==> config.mk <==
export PLATFORM = sky130hd
export DESIGN_NAME = dmem_port_arbiter
export DESIGN_NICKNAME = d
export VERILOG_FILES = /design/src/rtl/dmem_arb_pkg.sv /design/src/rtl/dmem_rd_tracker.sv /design/src/rtl/dmem_port_arbiter.sv
export SDC_FILE = /design/constraint.sdc
export NUM_CORES = 1
export LEC_CHECK = 0
export ABC_AREA = 1
export BUFFER_PORTS_ARGS = -buffer_cell sky130_fd_sc_hd__buf_2
export CAP_MARGIN = 15
export CORE_AREA = 2 2 114 116
export CTS_BUF_LIST = sky130_fd_sc_hd__clkbuf_8
export DETAILED_ROUTE_END_ITERATION = 10
export DIE_AREA = 0 0 116 118
export SYNTH_ARGS = -nofsm -noshare
export SYNTH_HDL_FRONTEND = slang
export SYNTH_SLANG_ARGS = --single-unit
==> constraint.sdc <==
create_clock -name clk -period 2 [get_ports clk]
set_input_delay 0.3 -clock clk [delete_from_list [all_inputs] [get_ports clk]]
set_output_delay 0.3 -clock clk [all_outputs]
set_load 0.05 [all_outputs]
==> src/rtl/dmem_arb_pkg.sv <==
// Shared types and constants for the data-port arbiter of the dual-port I/D memory.
// Requester 0 is the CPU data path; requester 1 is the auxiliary master (DMA / loader).
package dmem_arb_pkg;

  typedef enum logic [1:0] {
    OWN_NONE = 2'd0,
    OWN_0    = 2'd1,
    OWN_1    = 2'd2
  } owner_e;

  localparam logic ID_CPU = 1'b0;
  localparam logic ID_AUX = 1'b1;

  localparam int DWIDTH_DFLT = 32;
  localparam int BE_W        = DWIDTH_DFLT / 8;

  function automatic owner_e owner_of(input logic id);
    return (id == ID_AUX) ? OWN_1 : OWN_0;
  endfunction

endpackage

==> src/rtl/dmem_rd_tracker.sv <==
// Remembers which requester issued last cycle's read and steers the
// one-cycle-latency memory read data back to that requester only.
module dmem_rd_tracker
  import dmem_arb_pkg::*;
#(
  parameter int DWIDTH = 32
) (
  input  logic                   clk,
  input  logic                   n_rst,
  input  logic                   rd_issue,
  input  logic                   rd_issue_id,
  input  logic [DWIDTH-1:0]      mem_rdata,
  output logic [1:0]             rvalid,
  output logic [1:0][DWIDTH-1:0] rdata
);

  logic rd_pend_reg;
  logic rd_id_reg;

  // Async reset drops a pending return immediately, even mid-cycle.
  always_ff @(posedge clk or negedge n_rst) begin
    if (!n_rst) begin
      rd_pend_reg <= 1'b0;
      rd_id_reg   <= ID_CPU;
    end else begin
      rd_pend_reg <= rd_issue;
      if (rd_issue) begin
        rd_id_reg <= rd_issue_id;
      end
    end
  end

  genvar gi;
  generate
    for (gi = 0; gi < 2; gi++) begin : g_port
      assign rvalid[gi] = rd_pend_reg && (rd_id_reg == 1'(gi));
      assign rdata[gi]  = rvalid[gi] ? mem_rdata : '0;
    end
  endgenerate

endmodule

==> src/rtl/dmem_port_arbiter.sv <==
// Two-requester arbiter for memory port 2: combinational same-cycle grant,
// round robin on ties, bounded lock bursts, and read-data return routing.
module dmem_port_arbiter
  import dmem_arb_pkg::*;
#(
  parameter int AWIDTH    = 14,
  parameter int DWIDTH    = 32,
  parameter int MAX_BURST = 8
) (
  input  logic                  clk,
  input  logic                  n_rst,
  input  logic                  m0_req,
  input  logic                  m0_we,
  input  logic                  m0_lock,
  input  logic [31:0]           m0_addr,
  input  logic [DWIDTH/8-1:0]   m0_be,
  input  logic [DWIDTH-1:0]     m0_wdata,
  output logic                  m0_gnt,
  output logic                  m0_rvalid,
  output logic [DWIDTH-1:0]     m0_rdata,
  input  logic                  m1_req,
  input  logic                  m1_we,
  input  logic                  m1_lock,
  input  logic [31:0]           m1_addr,
  input  logic [DWIDTH/8-1:0]   m1_be,
  input  logic [DWIDTH-1:0]     m1_wdata,
  output logic                  m1_gnt,
  output logic                  m1_rvalid,
  output logic [DWIDTH-1:0]     m1_rdata,
  output logic [AWIDTH-1:0]     mem_addr,
  output logic [DWIDTH/8-1:0]   mem_be,
  output logic [DWIDTH-1:0]     mem_wdata,
  output logic                  mem_we,
  input  logic [DWIDTH-1:0]     mem_rdata
);

  localparam logic [7:0] MAX_B = 8'(MAX_BURST);

  owner_e     owner_reg, owner_next;
  logic       last_gnt_reg, last_gnt_next;
  logic [7:0] burst_cnt_reg, burst_cnt_next;

  logic                gnt_any;
  logic                gnt_id;
  logic                sel_we;
  logic                sel_lock;
  logic [31:0]         sel_addr;
  logic [DWIDTH/8-1:0] sel_be;
  logic [DWIDTH-1:0]   sel_wdata;
  logic                other_req;
  logic                unused_addr_bits;

  always_comb begin
    gnt_any = 1'b0;
    gnt_id  = ID_CPU;
    if (n_rst) begin
      case ({m1_req, m0_req})
        2'b01: begin
          gnt_any = 1'b1;
          gnt_id  = ID_CPU;
        end
        2'b10: begin
          gnt_any = 1'b1;
          gnt_id  = ID_AUX;
        end
        2'b11: begin
          gnt_any = 1'b1;
          // A locked owner keeps the port until its burst budget runs out.
          if (owner_reg != OWN_NONE && burst_cnt_reg < MAX_B) begin
            gnt_id = (owner_reg == OWN_1) ? ID_AUX : ID_CPU;
          end else begin
            gnt_id = ~last_gnt_reg;
          end
        end
        default: ;
      endcase
    end
  end

  assign sel_we    = (gnt_id == ID_AUX) ? m1_we    : m0_we;
  assign sel_lock  = (gnt_id == ID_AUX) ? m1_lock  : m0_lock;
  assign sel_addr  = (gnt_id == ID_AUX) ? m1_addr  : m0_addr;
  assign sel_be    = (gnt_id == ID_AUX) ? m1_be    : m0_be;
  assign sel_wdata = (gnt_id == ID_AUX) ? m1_wdata : m0_wdata;
  assign other_req = (gnt_id == ID_AUX) ? m0_req   : m1_req;

  assign unused_addr_bits = ^{sel_addr[31:AWIDTH+2], sel_addr[1:0]};

  always_ff @(posedge clk or negedge n_rst) begin
    if (!n_rst) begin
      owner_reg     <= OWN_NONE;
      last_gnt_reg  <= ID_AUX;
      burst_cnt_reg <= '0;
    end else begin
      owner_reg     <= owner_next;
      last_gnt_reg  <= last_gnt_next;
      burst_cnt_reg <= burst_cnt_next;
    end
  end

  always_comb begin
    owner_next     = OWN_NONE;
    burst_cnt_next = burst_cnt_reg;
    last_gnt_next  = last_gnt_reg;
    if (gnt_any && sel_lock) begin
      owner_next = owner_of(gnt_id);
    end
    if (gnt_any) begin
      last_gnt_next = gnt_id;
    end
    // The count only measures how long the other side has been kept waiting.
    if (owner_next != owner_reg) begin
      burst_cnt_next = '0;
    end else if (gnt_any && owner_reg == owner_of(gnt_id) && other_req &&
                 burst_cnt_reg < MAX_B) begin
      burst_cnt_next = burst_cnt_reg + 8'd1;
    end
  end

  always_comb begin
    m0_gnt    = gnt_any && (gnt_id == ID_CPU);
    m1_gnt    = gnt_any && (gnt_id == ID_AUX);
    mem_we    = 1'b0;
    mem_be    = '0;
    mem_addr  = '0;
    mem_wdata = '0;
    if (gnt_any) begin
      mem_we    = sel_we;
      mem_be    = sel_be;
      mem_addr  = sel_addr[AWIDTH+1:2];
      mem_wdata = sel_wdata;
    end
  end

  logic [1:0]             rd_valid;
  logic [1:0][DWIDTH-1:0] rd_data;

  dmem_rd_tracker #(
    .DWIDTH (DWIDTH)
  ) u_rd_tracker (
    .clk         (clk),
    .n_rst       (n_rst),
    .rd_issue    (gnt_any && !sel_we),
    .rd_issue_id (gnt_id),
    .mem_rdata   (mem_rdata),
    .rvalid      (rd_valid),
    .rdata       (rd_data)
  );

  assign m0_rvalid = rd_valid[0];
  assign m1_rvalid = rd_valid[1];
  assign m0_rdata  = rd_data[0];
  assign m1_rdata  = rd_data[1];

endmodule

# Yosys cells after proc, flatten, opt, wreduce, memory -nomap -nowiden
# Index checks and enable logic that the tools add are counted.
# Widths: inputs -> output; s select.
# word_totals
ff_bits	13
in_bits	176
elab_cells	52
# classes
n_addsub	1
magnitude_cmp	1
eq_ne	6
n_mux	22
bitwise_logic	3
reduce_logical	14
# op_table
operator	count
$mux 32	4
$mux 16	1
$mux 8	2
$mux 14	1
$logic_and 1x1->1	10
$mux 1	9
$add 8x1->8 const B	1
$lt 8x4->1 const B	1
$mux 4	2
$eq 2x2->1 const B	3
$mux 2	2
$reduce_bool 2->1	2
$not 1->1	3
$reduce_or 3->1	1
$eq 2x1->1 const B	1
$eq 2x2->1	1
$ne 2x2->1	1
$pmux 1 s2	1
$logic_not 1->1	1

# Depth between registers and ports, before layout
# logic_depth
word_depth	12
ltp_mapped	13

# By module
# Synthesis repeated with hierarchy kept, for this count alone.
# unflattened
cells_unflattened	271
hier_area_um2	1672.9
# by_module_without_submodules
module	n_inst	cells_each	area_per_inst_um2	seq_area_each_um2
dmem_port_arbiter	1	158	1191.1	276.5
dmem_rd_tracker	1	113	481.7	50.0

# Worst setup path before layout
# Ideal clock, no wire load.
# synth_path
kind	register -> output
from	register burst_cnt_reg[4]
to	output mem_we
t_arrival_ns	2.118
t_required_ns	1.700
path_slack_ns	-0.418
path_stages_with_launch	9
path_buffers	1
path_cell_list	dfrtp_1 > nor2_2 > nand3_2 > o21ai_1 > nand2_2 > nand2_4 > buf_8 > nor2_1 > nor3_1
# synth_via
elab_chain_len	7
# synth_rtl
item	line_no	text
start, declared	dmem_port_arbiter.sv:41	logic [7:0] burst_cnt_reg, burst_cnt_next;
start signal, assigned	dmem_port_arbiter.sv:97	burst_cnt_reg <= burst_cnt_next;
$lt 8x4->1	dmem_port_arbiter.sv:69	if (owner_reg != OWN_NONE && burst_cnt_reg < MAX_B) begin
$logic_and 1x1->1	dmem_port_arbiter.sv:69	
$mux 1	dmem_port_arbiter.sv:69	
$pmux 1 s2	dmem_port_arbiter.sv:57	case ({m1_req, m0_req})
$mux 1	dmem_port_arbiter.sv:56	if (n_rst) begin
$mux 1	dmem_port_arbiter.sv:80	assign sel_we = (gnt_id == ID_AUX) ? m1_we : m0_we;
$mux 1	dmem_port_arbiter.sv:127	if (gnt_any) begin
end, declared	dmem_port_arbiter.sv:33	output logic mem_we,
# Every way passes these cells.

# Final worst setup path
# layout_path
from	register burst_cnt_reg[6]
to	output mem_wdata[11]
# layout_via
elab_chain_len	7
# layout_rtl
item	line_no	text
$lt 8x4->1	dmem_port_arbiter.sv:69	
$logic_and 1x1->1	dmem_port_arbiter.sv:69	
$mux 1	dmem_port_arbiter.sv:69	
$pmux 1 s2	dmem_port_arbiter.sv:57	
$mux 1	dmem_port_arbiter.sv:56	
$mux 32	dmem_port_arbiter.sv:84	assign sel_wdata = (gnt_id == ID_AUX) ? m1_wdata : m0_wdata;
$mux 32	dmem_port_arbiter.sv:127	
end, declared	dmem_port_arbiter.sv:32	output logic [DWIDTH-1:0] mem_wdata,
# Every way passes these cells.

==> impl_metrics.csv <==
group,metric,value,unit
power_and_ir_drop,netSwitchingFraction,50.9,%
synthesis,syn-num-nets,435,
run,drv_cap,0,
power_and_ir_drop,vdd_drop_max,374,µV
power_and_ir_drop,clkPwrFrac,11.4,%
power_and_ir_drop,p_int,0.967,mW
die,die_h,118,µm
route,vias,2762,
die,die_x,116,µm
synthesis,synth.most_common_cell,"nor2_1",
route,drt-wirelength-per-cell,14.2,µm
power_and_ir_drop,p_sw,1.00,mW
synthesis,ys_async_sr_fraction,100,%
placed_design,gp_congestion,0.698,
cells_and_area,final_area,4020,µm²
placed_design,place_area,3250,µm²
worst_setup_path,cp-end-kind,"output port",
worst_setup_path,cp_data_required_time,1.70,ns
route,ant_nets,0,
die,core,12400,µm²
clocking,cts_tree,"done",
sta,min_period_over_period,111,%
worst_setup_path,arrival,1.92,ns
sta,worst_clock_skew,0.00282,ns
route,viasPerCell,3.97,
sta,rsz0062_at_grt,"true",
route,drtIter0Drc,79,
synthesis,netlist.area_leader.share,25.4,%
synthesis,synth_cells,258,
die,die_area,13700,µm²
global_routing,grt_usage,12.7,%
power_and_ir_drop,finalPower,1.97,mW
route,wl_met3,818,µm
outcome,status,"complete, but fails checks",
sta,fin_setup_tns,-9.10,ns
min_path,hp-class,"in2async",
global_routing,grt-ovfl-total,0,
route,drt-met1-wl,4150,µm
sta,hold_viol_final,0,
synthesis,netlist_area,1620,µm²
global_routing,grt_pass1_wl,13500,µm
synthesis,seq_area_frac_synth,20.2,%
synthesis,ys_types,26,
clocking,clk_latency,0.24,ns
route,drt-total-wl,9850,µm
route,drc,0,
clocking,cts_buffers,3,
global_routing,grt_max_degree,34,
synthesis,yosysTopAreaCell,"a22o_1",
synthesis,syn_avg_cell_area,6.28,µm²
cells_and_area,final_nets,702,
synthesis,yosys-top-cells-area,"a22o_1, dfrtp_1, nor2_1, inv_1, nor2_2",
sta,fin_crit,2.22,ns
synthesis,yosys_warnings,0,
global_routing,antenna_found_initial,0,
synthesis,ys_ff_latch,13,
worst_setup_path,start_kind,"flip-flop",
global_routing,grt_pass1_vias,2566,
sta,drv_slew,0,
clocking,clock_sinks,13,
sta,slew-limit-headroom,77.5,%
die,start_util,13.1,%
cells_and_area,syn_to_final_growth,148,%
outcome,violations,"negative setup slack",
clocking,clkTransAtPathRegs,0.05,ns
placed_design,post-dp-hpwl,6850,µm
synthesis,synth_ff_type,"dfrtp_1",
placed_design,dp_cells,682,
sta,clock.fmax,0.451,GHz
clocking,cts_buffer_depth,2,
worst_setup_path,critPathKind,"reg2out",
sta,fin_ws,-0.218,ns
clocking,post-cts-setup-buffer-count,0,
power_and_ir_drop,power_frac_seq,14.4,%
synthesis,synth_edf_count,0,
cells_and_area,diodes,0,
cells_and_area,drive_gt1_share,63.4,%
power_and_ir_drop,comb_power_share,74.2,%
placed_design,port_buffers,258,
cells_and_area,final_cells,696,
cells_and_area,fin_util,32.4,%
power_and_ir_drop,leakage,2.42,nW
die,num_rows,41,
clocking,clockRootBuffer,"clkbuf_8",
worst_setup_path,critPathMaxFanout,8,
sta,tightest_slew,0.338,ns
synthesis,synth_common_cells,"nor2_1, inv_1, a22o_1, dfrtp_1, nand2_1",
die,ios,295,
sta,finalSetupViolCount,52,
route,drtPass1Iterations,5,
route,highest_layer,"met4",
power_and_ir_drop,powerDensity,490,nW/µm²
cells_and_area,largest_reg_flops,8,
clocking,h-tree-depth,1,
route,dr_wl_met2,4800,µm
[worst max-delay path, stage by stage (launching register included)]
cell and delay (ns):
dfrtp_1 0.38, nor2_2 0.13, nand3_2 0.12, o21ai_2 0.15
nand2_2 0.08, nand2_4 0.11, nand2_4 0.07, inv_8 0.13
buf_12 0.15, a22o_1 0.17, buf_6 0.17
[cell type report]
type	instances	area, µm²
sequential	13	327
clock inverter	1	3.75
clock buffer	3	41.3
timing repair buffer	279	2050
inverter	55	221
tap	172	215
fill	1329	8400
multi-input combinational	173	1150
[logic make-up (layout without fill, tap and decap cells)]
logic type / after synthesis / after routing / synth area share [%]
compound gates: 57 / 57 / 28.9
fa+ha+maj: 1 / 1 / 0.772
xor+xnor: 1 / 1 / 0.541
buf+inv: 72 / 338 / 18.7
simple gates: 114 / 114 / 31.0
flops: 13 / 13 / 20.2
[layer usage]
layer / up-vias / track usage (%)
li1: 1360 / -
met2: 175 / 22.6
met1: 1212 / 15.8
met4: 0 / 2.31
met5: - / 0
met3: 15 / 2.32
[placed cells by master, fill, tap and decap left out, types with 2 or more instances in the layout]
master     Yosys  layout
nand2_4        1       2
buf_16         0       5
buf_12         0       8
clkbuf_8       0       3
nor2_1        79      71
nand2_2        4       4
nor2_2         8      13
buf_6          0      41
dfrtp_1       12      12
buf_4          3       9
a22o_1        47      32
inv_1         52      53
nand4_1        2       2
nor2_4         1       4
clkbuf_16      0       4
a22o_4         0      11
nand2_1       12      11
o21ai_0        7       4
buf_8          1       6
a22o_2         0       4
o21ai_2        1       5
nand3_2        3       3
nand3_1        2       2
buf_2          6     205
[per-stage QoR]
stage,worst slack [ns],hold WS [ns]
floorplan,0.00159,0.00441
global placement,-0.0554,0.124
detailed placement,-0.0543,0.124
CTS,-0.224,0.0340
global route,-0.362,0.0305
finish,-0.218,0.0337
[path summary, 6_finish.rpt]
path | startpoint | to | slack [ns] | depth (start not counted)
worst max register to register | burst_cnt_reg[6] | burst_cnt_reg[0] | 0.24 | 12
min in group clk | m0_lock | owner_reg[0] | 0.31 | 3
worst min register to register | burst_cnt_reg[6] | burst_cnt_reg[6] | 0.52 | 2
worst min-delay path | n_rst | last_gnt_reg | 0.03 | 1
worst max-delay path | burst_cnt_reg[6] | mem_wdata[11] | -0.22 | 10
max in group asynchronous | n_rst | u_rd_tracker.rd_id_reg | 1.41 | 2
[timing repair]
item                                    in CTS  in global routing
endpoints found under the setup margin      53                 53
resized for setup                          134                  5
endpoints found under the hold margin        2                  0
hold buffers                                 1                  0
pin swaps                                    7                  0
gates cloned                                 5                  4
[power by group through the flow]
stage	Combinational, mW	Sequential (mW)	Clock, mW
floorplan	0.803	0.287	0
global placement	1.17	0.287	0
detailed placement	1.18	0.288	0
CTS	1.41	0.283	0.235
global route	1.53	0.285	0.254
finish	1.46	0.283	0.225
(Power assumes the default switching activity.)
